### src/rtl/comparator_pkg.sv
// Shared types and helpers for the comparator family: default width,
// the compact 2-bit compare verdict and its one-hot flag expansion.
package comparator_pkg;

    localparam int CMP_DEFAULT_WIDTH = 4;

    // Compact verdict of a single compare; exactly one outcome is ever true.
    typedef enum logic [1:0] {
        CMP_EQ = 2'd0,
        CMP_LT = 2'd1,
        CMP_GT = 2'd2
    } cmp_result_t;

    // Expand a verdict into the {eq, lt, gt} one-hot flag vector.
    // The unused code maps to all-zero so a corrupted code never
    // produces a plausible-looking flag pattern.
    function automatic logic [2:0] cmp_encode(input cmp_result_t res);
        logic [2:0] flags;
        case (res)
            CMP_EQ:  flags = 3'b100;
            CMP_LT:  flags = 3'b010;
            CMP_GT:  flags = 3'b001;
            default: flags = 3'b000;
        endcase
        return flags;
    endfunction

endpackage

### src/rtl/comparator_4_cmp_bit_slice.sv
// One bit of an MSB-first magnitude compare chain. The upstream inputs
// carry the verdict of all more-significant bits; once a higher bit has
// decided lt/gt, this bit only passes that verdict along.
module cmp_bit_slice (
    input  logic a_i,
    input  logic b_i,
    input  logic eq_i,
    input  logic lt_i,
    input  logic gt_i,
    output logic eq_o,
    output logic lt_o,
    output logic gt_o
);

    // Combine the local bit comparison with the verdict from higher bits.
    always_comb begin
        eq_o = eq_i & (a_i ~^ b_i);
        lt_o = lt_i | (eq_i & ~a_i & b_i);
        gt_o = gt_i | (eq_i & a_i & ~b_i);
    end

endmodule

### src/rtl/comparator_4.sv
// Registered equality/magnitude comparator. A chain of bit slices
// produces the unsigned verdict, a sign fix-up corrects it for
// two's-complement operands, and a single register stage presents the
// one-hot eq/lt/gt flags one cycle after a valid sample.
module comparator_4
    import comparator_pkg::*;
#(
    parameter int WIDTH      = CMP_DEFAULT_WIDTH,
    parameter bit SIGNED_CMP = 1'b0
) (
    input  logic             clk,
    input  logic             rst,
    input  logic             in_valid,
    input  logic [WIDTH-1:0] i0,
    input  logic [WIDTH-1:0] i1,
    output logic             out_valid,
    output logic             eq,
    output logic             lt,
    output logic             gt
);

    // Chain index WIDTH is the seed ("all higher bits equal"); slice g
    // consumes index g+1 and drives index g, so index 0 is the verdict.
    logic [WIDTH:0] eq_chain_s;
    logic [WIDTH:0] lt_chain_s;
    logic [WIDTH:0] gt_chain_s;

    assign eq_chain_s[WIDTH] = 1'b1;
    assign lt_chain_s[WIDTH] = 1'b0;
    assign gt_chain_s[WIDTH] = 1'b0;

    for (genvar g = 0; g < WIDTH; g++) begin : g_slice
        cmp_bit_slice u_slice (
            .a_i  (i0[g]),
            .b_i  (i1[g]),
            .eq_i (eq_chain_s[g+1]),
            .lt_i (lt_chain_s[g+1]),
            .gt_i (gt_chain_s[g+1]),
            .eq_o (eq_chain_s[g]),
            .lt_o (lt_chain_s[g]),
            .gt_o (gt_chain_s[g])
        );
    end

    logic        msb_diff_s;
    logic        lt_fix_s;
    logic        gt_fix_s;
    cmp_result_t res_s;
    logic [2:0]  flags_s;

    assign msb_diff_s = i0[WIDTH-1] ^ i1[WIDTH-1];

    // Signed fix-up: when the sign bits differ the unsigned chain has
    // decided on the MSB with the opposite sense, so lt and gt swap.
    always_comb begin
        lt_fix_s = lt_chain_s[0];
        gt_fix_s = gt_chain_s[0];
        if (SIGNED_CMP && msb_diff_s) begin
            lt_fix_s = gt_chain_s[0];
            gt_fix_s = lt_chain_s[0];
        end else begin
            lt_fix_s = lt_chain_s[0];
            gt_fix_s = gt_chain_s[0];
        end
    end

    // Collapse the flags into a single verdict so the registered result
    // is one-hot by construction.
    always_comb begin
        res_s = CMP_EQ;
        if (eq_chain_s[0]) begin
            res_s = CMP_EQ;
        end else if (lt_fix_s) begin
            res_s = CMP_LT;
        end else if (gt_fix_s) begin
            res_s = CMP_GT;
        end else begin
            res_s = CMP_EQ;
        end
    end

    assign flags_s = cmp_encode(res_s);

    logic       out_valid_q;
    logic       out_valid_d;
    logic [2:0] flags_q;
    logic [2:0] flags_d;

    // Next-state: capture a new verdict on valid input, otherwise hold
    // the flags and drop the valid strobe.
    always_comb begin
        out_valid_d = 1'b0;
        flags_d     = flags_q;
        if (in_valid) begin
            out_valid_d = 1'b1;
            flags_d     = flags_s;
        end else begin
            out_valid_d = 1'b0;
            flags_d     = flags_q;
        end
    end

    // Output register; reset wins over a sample on the same edge.
    always_ff @(posedge clk) begin
        if (rst) begin
            out_valid_q <= 1'b0;
            flags_q     <= 3'b000;
        end else begin
            out_valid_q <= out_valid_d;
            flags_q     <= flags_d;
        end
    end

    assign out_valid = out_valid_q;
    assign eq        = flags_q[2];
    assign lt        = flags_q[1];
    assign gt        = flags_q[0];

endmodule

### config.mk
export PLATFORM = sky130hd
export DESIGN_NAME = comparator_4
export DESIGN_NICKNAME = d
export VERILOG_FILES = /design/src/rtl/comparator_pkg.sv /design/src/rtl/comparator_4_cmp_bit_slice.sv /design/src/rtl/comparator_4.sv
export SDC_FILE = /design/constraint.sdc
export NUM_CORES = 1
export LEC_CHECK = 0
export CAP_MARGIN = 30
export CORE_AREA = 2 2 39 41
export CTS_CLUSTER_SIZE = 24
export DETAILED_ROUTE_END_ITERATION = 16
export DIE_AREA = 0 0 41 43
export PLACE_DENSITY = 0.54
export SYNTH_ARGS = -nofsm -noshare
export SYNTH_HDL_FRONTEND = slang
export SYNTH_SLANG_ARGS = --single-unit
### constraint.sdc
create_clock -name clk -period 1.9 [get_ports clk]
set_clock_uncertainty 0.2 [all_clocks]
set_input_delay 0.38 -clock clk [delete_from_list [all_inputs] [get_ports clk]]
set_output_delay 0.38 -clock clk [all_outputs]
set_load 0.01 [all_outputs]
==> out/qor.txt, run 1 <==
Worst Setup Path Type - in -> reg
WHS Path Cells - 2
R2R Path End - flags_q[2]
Worst R2R Start - flags_q[2]
Chip height - 43 µm
Hold_sp - flags_q[0]
Max_cap viols - 0
Slowest stage delay, CP - 440 ps
Crit-path cells - clkdlybuf4s50_1, buf_4, xnor2_1, and4_1, o221ai_2, and2_1
Final Max Slew Viols - 0
Overall power - 0.302 mW
Cell variety after synth - 20
Nets - 71
CP Launch Type - primary input
DP HPWL - 538 µm
Status - completed
Crit path max fanout - 4
Fin Setup TNS - 0 ps
Count leader, synth - nand2b_1
Max clock buf depth - 2
Drt drc - 0
DR iter-0 viols - 4
FF-to-FF setup slack - 890 ps
Actual slew at the worst max-slew pin - 339 ps
Hold Path End - flags_q[0]
Die ar. - 1760 µm²
Cell taking the most area after synthesis - dfxtp_1
Top_reg_cell synth - dfxtp_1
Largest net degree at the start of global routing - 6
Initial cell density of the core - 0.231
Proportion of layout cells with a drive suffix above 1 - 0.232
Syn Nets - 48
Core area - 1380 µm²
Net Switching - 0.0786 mW
GRT overflow - 0
Synth warnings - 0
Buffers on Ports - 14
Peak supply drop - 0.000236 V
Number of vias per cell - 4.33
Hold WC Path Type - reg -> reg
Sequential area share after synthesis - 0.251
Post-synth EDFFs - 0
CP arrival - 1690 ps
Avg Inst Size Synth - 9.12 µm²
Root buffer cell - clkbuf_4
Pwr Density - 556 nW/µm²
Initial antenna violation count - 0
CTS clk-pin slew, worst paths - 40 ps
CTS H-tree lvls - 1
Drt total wl - 615 µm
Sw Ratio - 0.261
Post-synth top area share - 0.251
Tcrit/Tclk final - 0.930
Ys async rst share - 0
Vias - 312
Global Route Usage Sum - 0.0882
ANT cells - 0
Final Hold Vio Count - 0
Critical path required time - 1830 ps
Post-Syn Area - 319 µm²
Post-DRT Antenna Nets - 0
Routed len/inst - 8.54 µm
Synth top area cells - dfxtp_1 (25%), nand2b_1 (9.8%), a311oi_4 (8.2%)
Cells on worst reg2reg path - 3
First-pass GRT wire length - 1.10 mm
Cells after Synth - 35
Worst rel slew slack - 0.771
Endpoints failing setup - 0
LEAKAGE - 0.216 nW
Chip Width - 41 µm
Io pins - 15
Sequential share of power - 0.309
Gpl congestion - 0.695
Vias in the first global route - 284
Worst path slowest cell - clkdlybuf4s50_1
CP delay by family, top - buffers and inverters
Clock group share of total power - 0.350
Post-synth top cells - nand2b_1 (5), dfxtp_1 (4), inv_1 (4)
Std-Cell Rows - 14
Final worst setup slack - 132 ps
TritonCTS clock tree - done
Worst skew pair latency - 240 ps
CTS sink cnt - 4
Worst path bufs/invs - 2
DRT Pass-1 Iters - 2
CTS Buf Count - 3
Post-place setup slack - -450 ps
CP endpoint kind - flip-flop
Fmax - 566 MHz
Flops & latches, synth - 4
Logic pwr share - 0.341
Min Tclk post-route - 1770 ps
RSZ-0062 raised after global routing - false
Power Internal - 0.223 mW
Synthesis-to-finish area growth - 70.2%
-- sequential cells by signal (all words and copies together) (netlist names) --
signal and cells:
flags_q 3, out_valid 1
-- worst min-delay path, stage by stage, from the launching register on --
cell      delay, ps
dfxtp_1         300
nand2b_1         60
a21oi_1          60
-- logic make-up after synthesis --
logic type	synth area share
AND/OR/NAND/NOR	0.337
flip-flops	0.251
adder cells (fa/ha/maj)	0.0784
AO/OA/AOI/OAI	0.231
XOR/XNOR	0.0549
buffers and inverters	0.0470
-- metrics by stage --
| stage | std cells | cell area [µm²] | hold WS, ps | util |
|---|---|---|---|---|
| 6_report | 72 | 543 | 272 | 0.392 |
| 5_1_grt | 72 | 543 | 319 | 0.392 |
| 4_1_cts | 72 | 543 | 279 | 0.392 |
| 3_5_place_dp | 69 | 522 | 272 | 0.377 |
| 3_3_place_gp | 69 | 522 | 257 | 0.377 |
| 2_1_floorplan | 35 | 332 | 249 | - |
-- worst max-delay path by stage --
| stage | startpoint | to | slack (ps) | cells past startpoint |
|---|---|---|---|---|
| 4_1_cts | i0[2] | flags_q[1] | 120 | 6 |
| 3_3_place_gp | i0[3] | flags_q[1] | -420 | 7 |
| 2_1_floorplan | i0[3] | flags_q[1] | 110 | 6 |
| 6_report | i0[2] | flags_q[1] | 130 | 6 |
| 3_5_place_dp | i0[3] | flags_q[1] | -450 | 7 |
| 5_1_grt | i0[2] | flags_q[1] | 40 | 6 |
-- area by class of cell --
class,count,area (µm²)
Fill cell,148,841
Multi-Input combinational cell,27,238
Timing Repair Buffer,18,168
Sequential cell,4,80.1
Clock buffer,3,22.5
Tap cell,16,20.0
Inverter,4,15.0
-- metal layers --
layer  routed length, µm  global-route usage
met4                   0              0.0400
met1                 291               0.115
met3                  48              0.0314
met5                   0                   0
met2                 274               0.125
-- timing repair --
item | 4_1_cts | 5_1_grt
hold buffers | 0 | 0
setup buffers | 0 | 0
setup endpoints to repair | 3 | 0
endpoints found under the hold margin | 0 | 0
resized for setup | 4 | 0
-- power by group through the flow --
| stage | sequential [mW] | clock, mW | combinational [mW] |
|---|---|---|---|
| floorplan | 0.0976 | 0 | 0.0503 |
| global placement | 0.0943 | 0 | 0.105 |
| detailed placement | 0.0946 | 0 | 0.106 |
| CTS | 0.0931 | 0.111 | 0.105 |
| global route | 0.0935 | 0.114 | 0.116 |
| finish | 0.0932 | 0.106 | 0.103 |
-- cells in the final DEF, fill, tap and decap left out --
master           count
clkdlybuf4s50_1     12
nand2b_1             5
dfxtp_1              4
buf_4                4
inv_1                3
clkbuf_4             3
nor2b_1              2
xnor2_1              2
nand4_1              2
nor2_1               2
dlygate4sd2_1        2
inv_2                1
and3b_2              1
a311oi_4             1
and2b_1              1
nand3b_1             1
o311ai_1             1
a21oi_1              1
and4_1               1
nand3_1              1
o221ai_2             1
a41o_1               1
a21oi_2              1
and2_1               1
ha_4                 1
ha_1                 1
(Power assumes the default switching activity.)
==> run 2, diff against run 1 <==
CELL_PAD_IN_SITES_DETAIL_PLACEMENT = 1   (was default)
CELL_PAD_IN_SITES_GLOBAL_PLACEMENT = 2   (was default)
CORE_AREA = default   (was 2 2 39 41)
CORE_UTILIZATION = 18   (was default)
DIE_AREA = default   (was 0 0 41 43)
PLACE_DENSITY = 0.69   (was 0.54)
==> run 2 against run 1 <==
  * Routed wire length up 22%
  * Clock power about the same
  * Critical path depth unchanged
  * First-iteration DRC count down 50%
  * Non-clock buffer count up 1
  * Utilization down 3.9 points
  * Worst setup slack worse by 40 ps
  * Total power up 1.4%
  * Sequential share of layout area down 0.36 points
  * Design area up 2.5%
  * Clock-buffer cell count unchanged
  * Global-route usage down 0.16 points
==> out/qor.txt, run 2 (synthesized netlist as in run 1, its figures left out) <==
Worst rel slew slack - 0.773 (+0.00258)
Worst path bufs/invs - 2 (unchanged)
Largest net degree at the start of global routing - 6 (unchanged)
Drt drc - 0 (unchanged)
Final worst setup slack - 92.3 ps (-39.8 ps)
Std-Cell Rows - 14 (unchanged)
Global Route Usage Sum - 0.0866 (-0.00162)
Final Max Slew Viols - 0 (unchanged)
Max_cap viols - 0 (unchanged)
TritonCTS clock tree - done
CP endpoint kind - flip-flop
Endpoints failing setup - 0 (unchanged)
CP arrival - 1730 ps (+40 ps)
Io pins - 15 (unchanged)
CTS H-tree lvls - 1 (unchanged)
Number of flip-flops in the largest register - 3 (unchanged)
Nets - 72 (+1.4%)
R2R Path End - flags_q[2]
Min Tclk post-route - 1810 ps (+39.8 ps)
Commonest non-fill, non-tap cell in the layout - clkdlybuf4s50_1
Worst path slowest cell - clkdlybuf4s50_1
Actual slew at the worst max-slew pin - 340 ps (+0.787 ps)
Worst R2R Start - flags_q[2]
Post-cts hold buffer count - 0 (unchanged)
Post-place setup slack - -453 ps (-3.23 ps)
Slowest stage delay, CP - 460 ps (+20 ps)
Die ar. - 1940 µm² (+10%)
Vias in the first global route - 339 (+19%)
CTS clk-pin slew, worst paths - 40 ps (about the same)
Register area - 80.1 µm² (unchanged)
Post-DRT Antenna Nets - 0 (unchanged)
Max clock buf depth - 2 (unchanged)
Fmax - 553 MHz (-2.2%)
LEAKAGE - 0.223 nW (+3.1%)
Hold_sp - flags_q[0]
Final Hold Vio Count - 0 (unchanged)
Buffers on Ports - 14 (unchanged)
# fillers - 189 (+28%)
Cells on worst reg2reg path - 3 (unchanged)
Pwr Density - 550 nW/µm² (-1.1%)
Hold Path End - flags_q[0]
RSZ-0062 raised after global routing - false
Fin Setup TNS - 0 ps (unchanged)
Initial antenna violation count - 0 (unchanged)
CP delay by family, top - buffers and inverters
Vias - 330 (+5.8%)
Chip Width - 44.1 µm (+7.6%)
Design area - 557 µm² (+2.5%)
WHS Path Cells - 2 (unchanged)
Synthesis-to-finish area growth - 74.5%
DP HPWL - 645 µm (+20%)
Crit path max fanout - 4 (unchanged)
DRT Pass-1 Iters - 4 (+2)
Chip height - 44.1 µm (+2.6%)
Routed len/inst - 10.2 µm (+20%)
Drt total wl - 748 µm (+22%)
CTS sink cnt - 4 (unchanged)
Initial cell density of the core - 0.202 (-0.0282)
Status - completed
Placement Cell Area - 529 µm² (+1.4%)
WHS - 266 ps (-5.43 ps)
CP Launch Type - primary input
Multi-input combinational cell area - 244 µm² (+2.6%)
ANT cells - 0 (unchanged)
Peak supply drop - 0.000262 V (+11%)
First-pass GRT wire length - 1.21 mm (+11%)
Core area - 1580 µm² (+14%)
Most frequent cells in the layout - clkdlybuf4s50_1 (12), nand2b_1 (5), buf_4 (5), dfxtp_1 (4)
Worst Setup Path Type - in -> reg
Final core occ - 0.353 (-0.0392)
CTS Buf Count - 3 (unchanged)
Worst skew pair latency - 230 ps (about the same)
GRT overflow - 0 (unchanged)
Crit-path cells - clkdlybuf4s50_1, buf_4, xnor2_1, and4_1, o221ai_2, and2_1
Largest register by flop count - flags_q
Tcrit/Tclk final - 0.951 (+0.0210)
Gpl congestion - 0.612 (-12%)
DR iter-0 viols - 2 (-2)
Number of vias per cell - 4.52 (+4.3%)
Root buffer cell - clkbuf_4
Critical path required time - 1820 ps (about the same)
FF-to-FF setup slack - 880 ps (about the same)
Proportion of layout cells with a drive suffix above 1 - 0.246 (+0.0135)
Hold WC Path Type - reg -> reg
run 2: layout make-up:
type                       count  area share
timing repair buffer          19       0.315
clock buffer                   3      0.0404
sequential                     4       0.144
multi-input combinational     27       0.438
tap                           16      0.0360
inverter                       4      0.0270
run 2: layer usage:
metal,track usage,routed length [µm],up-vias,part of all wire
met4,0.0364,0,0,0
li1,-,-,171,-
met3,0.0490,46,0,0.061
met1,0.0914,330,149,0.44
met5,0,0,-,0
met2,0.141,371,10,0.50
run 2: what timing repair did:
action,4_1_cts,5_1_grt
buffers inserted,0,0
setup endpoints to repair,3,0
endpoints found under the hold margin,0,0
gates resized for setup,4,0
run 2: metrics by stage:
step / power [mW] / std cells
after floorplan: 0.148 / 35
after global placement: 0.201 / 70
after detailed placement: 0.204 / 70
after CTS: 0.313 / 73
after global routing: 0.330 / 73
final: 0.306 / 73
run 2: power by group:
part           switching [mW]  leakage [nW]  internal (mW)
combinational          0.0455         0.176         0.0638
sequential            0.00249        0.0330         0.0907
clock                  0.0330        0.0138         0.0705
total                  0.0810         0.223          0.225
run 2: worst max path at each step:
stage               startpoint    endpoint  cells after the start
finish                   i0[2]  flags_q[1]                      6
floorplan                i0[3]  flags_q[1]                      6
global route             i0[2]  flags_q[1]                      6
detailed placement       i0[3]  flags_q[1]                      7
global placement         i0[3]  flags_q[1]                      7
CTS                      i0[2]  flags_q[1]                      6
run 2: worst register-to-register path: cells and delay by family, from the launching register on:
family          cells  cell delay [ps]
flops               1              320
simple gates        1               90
compound gates      2              340
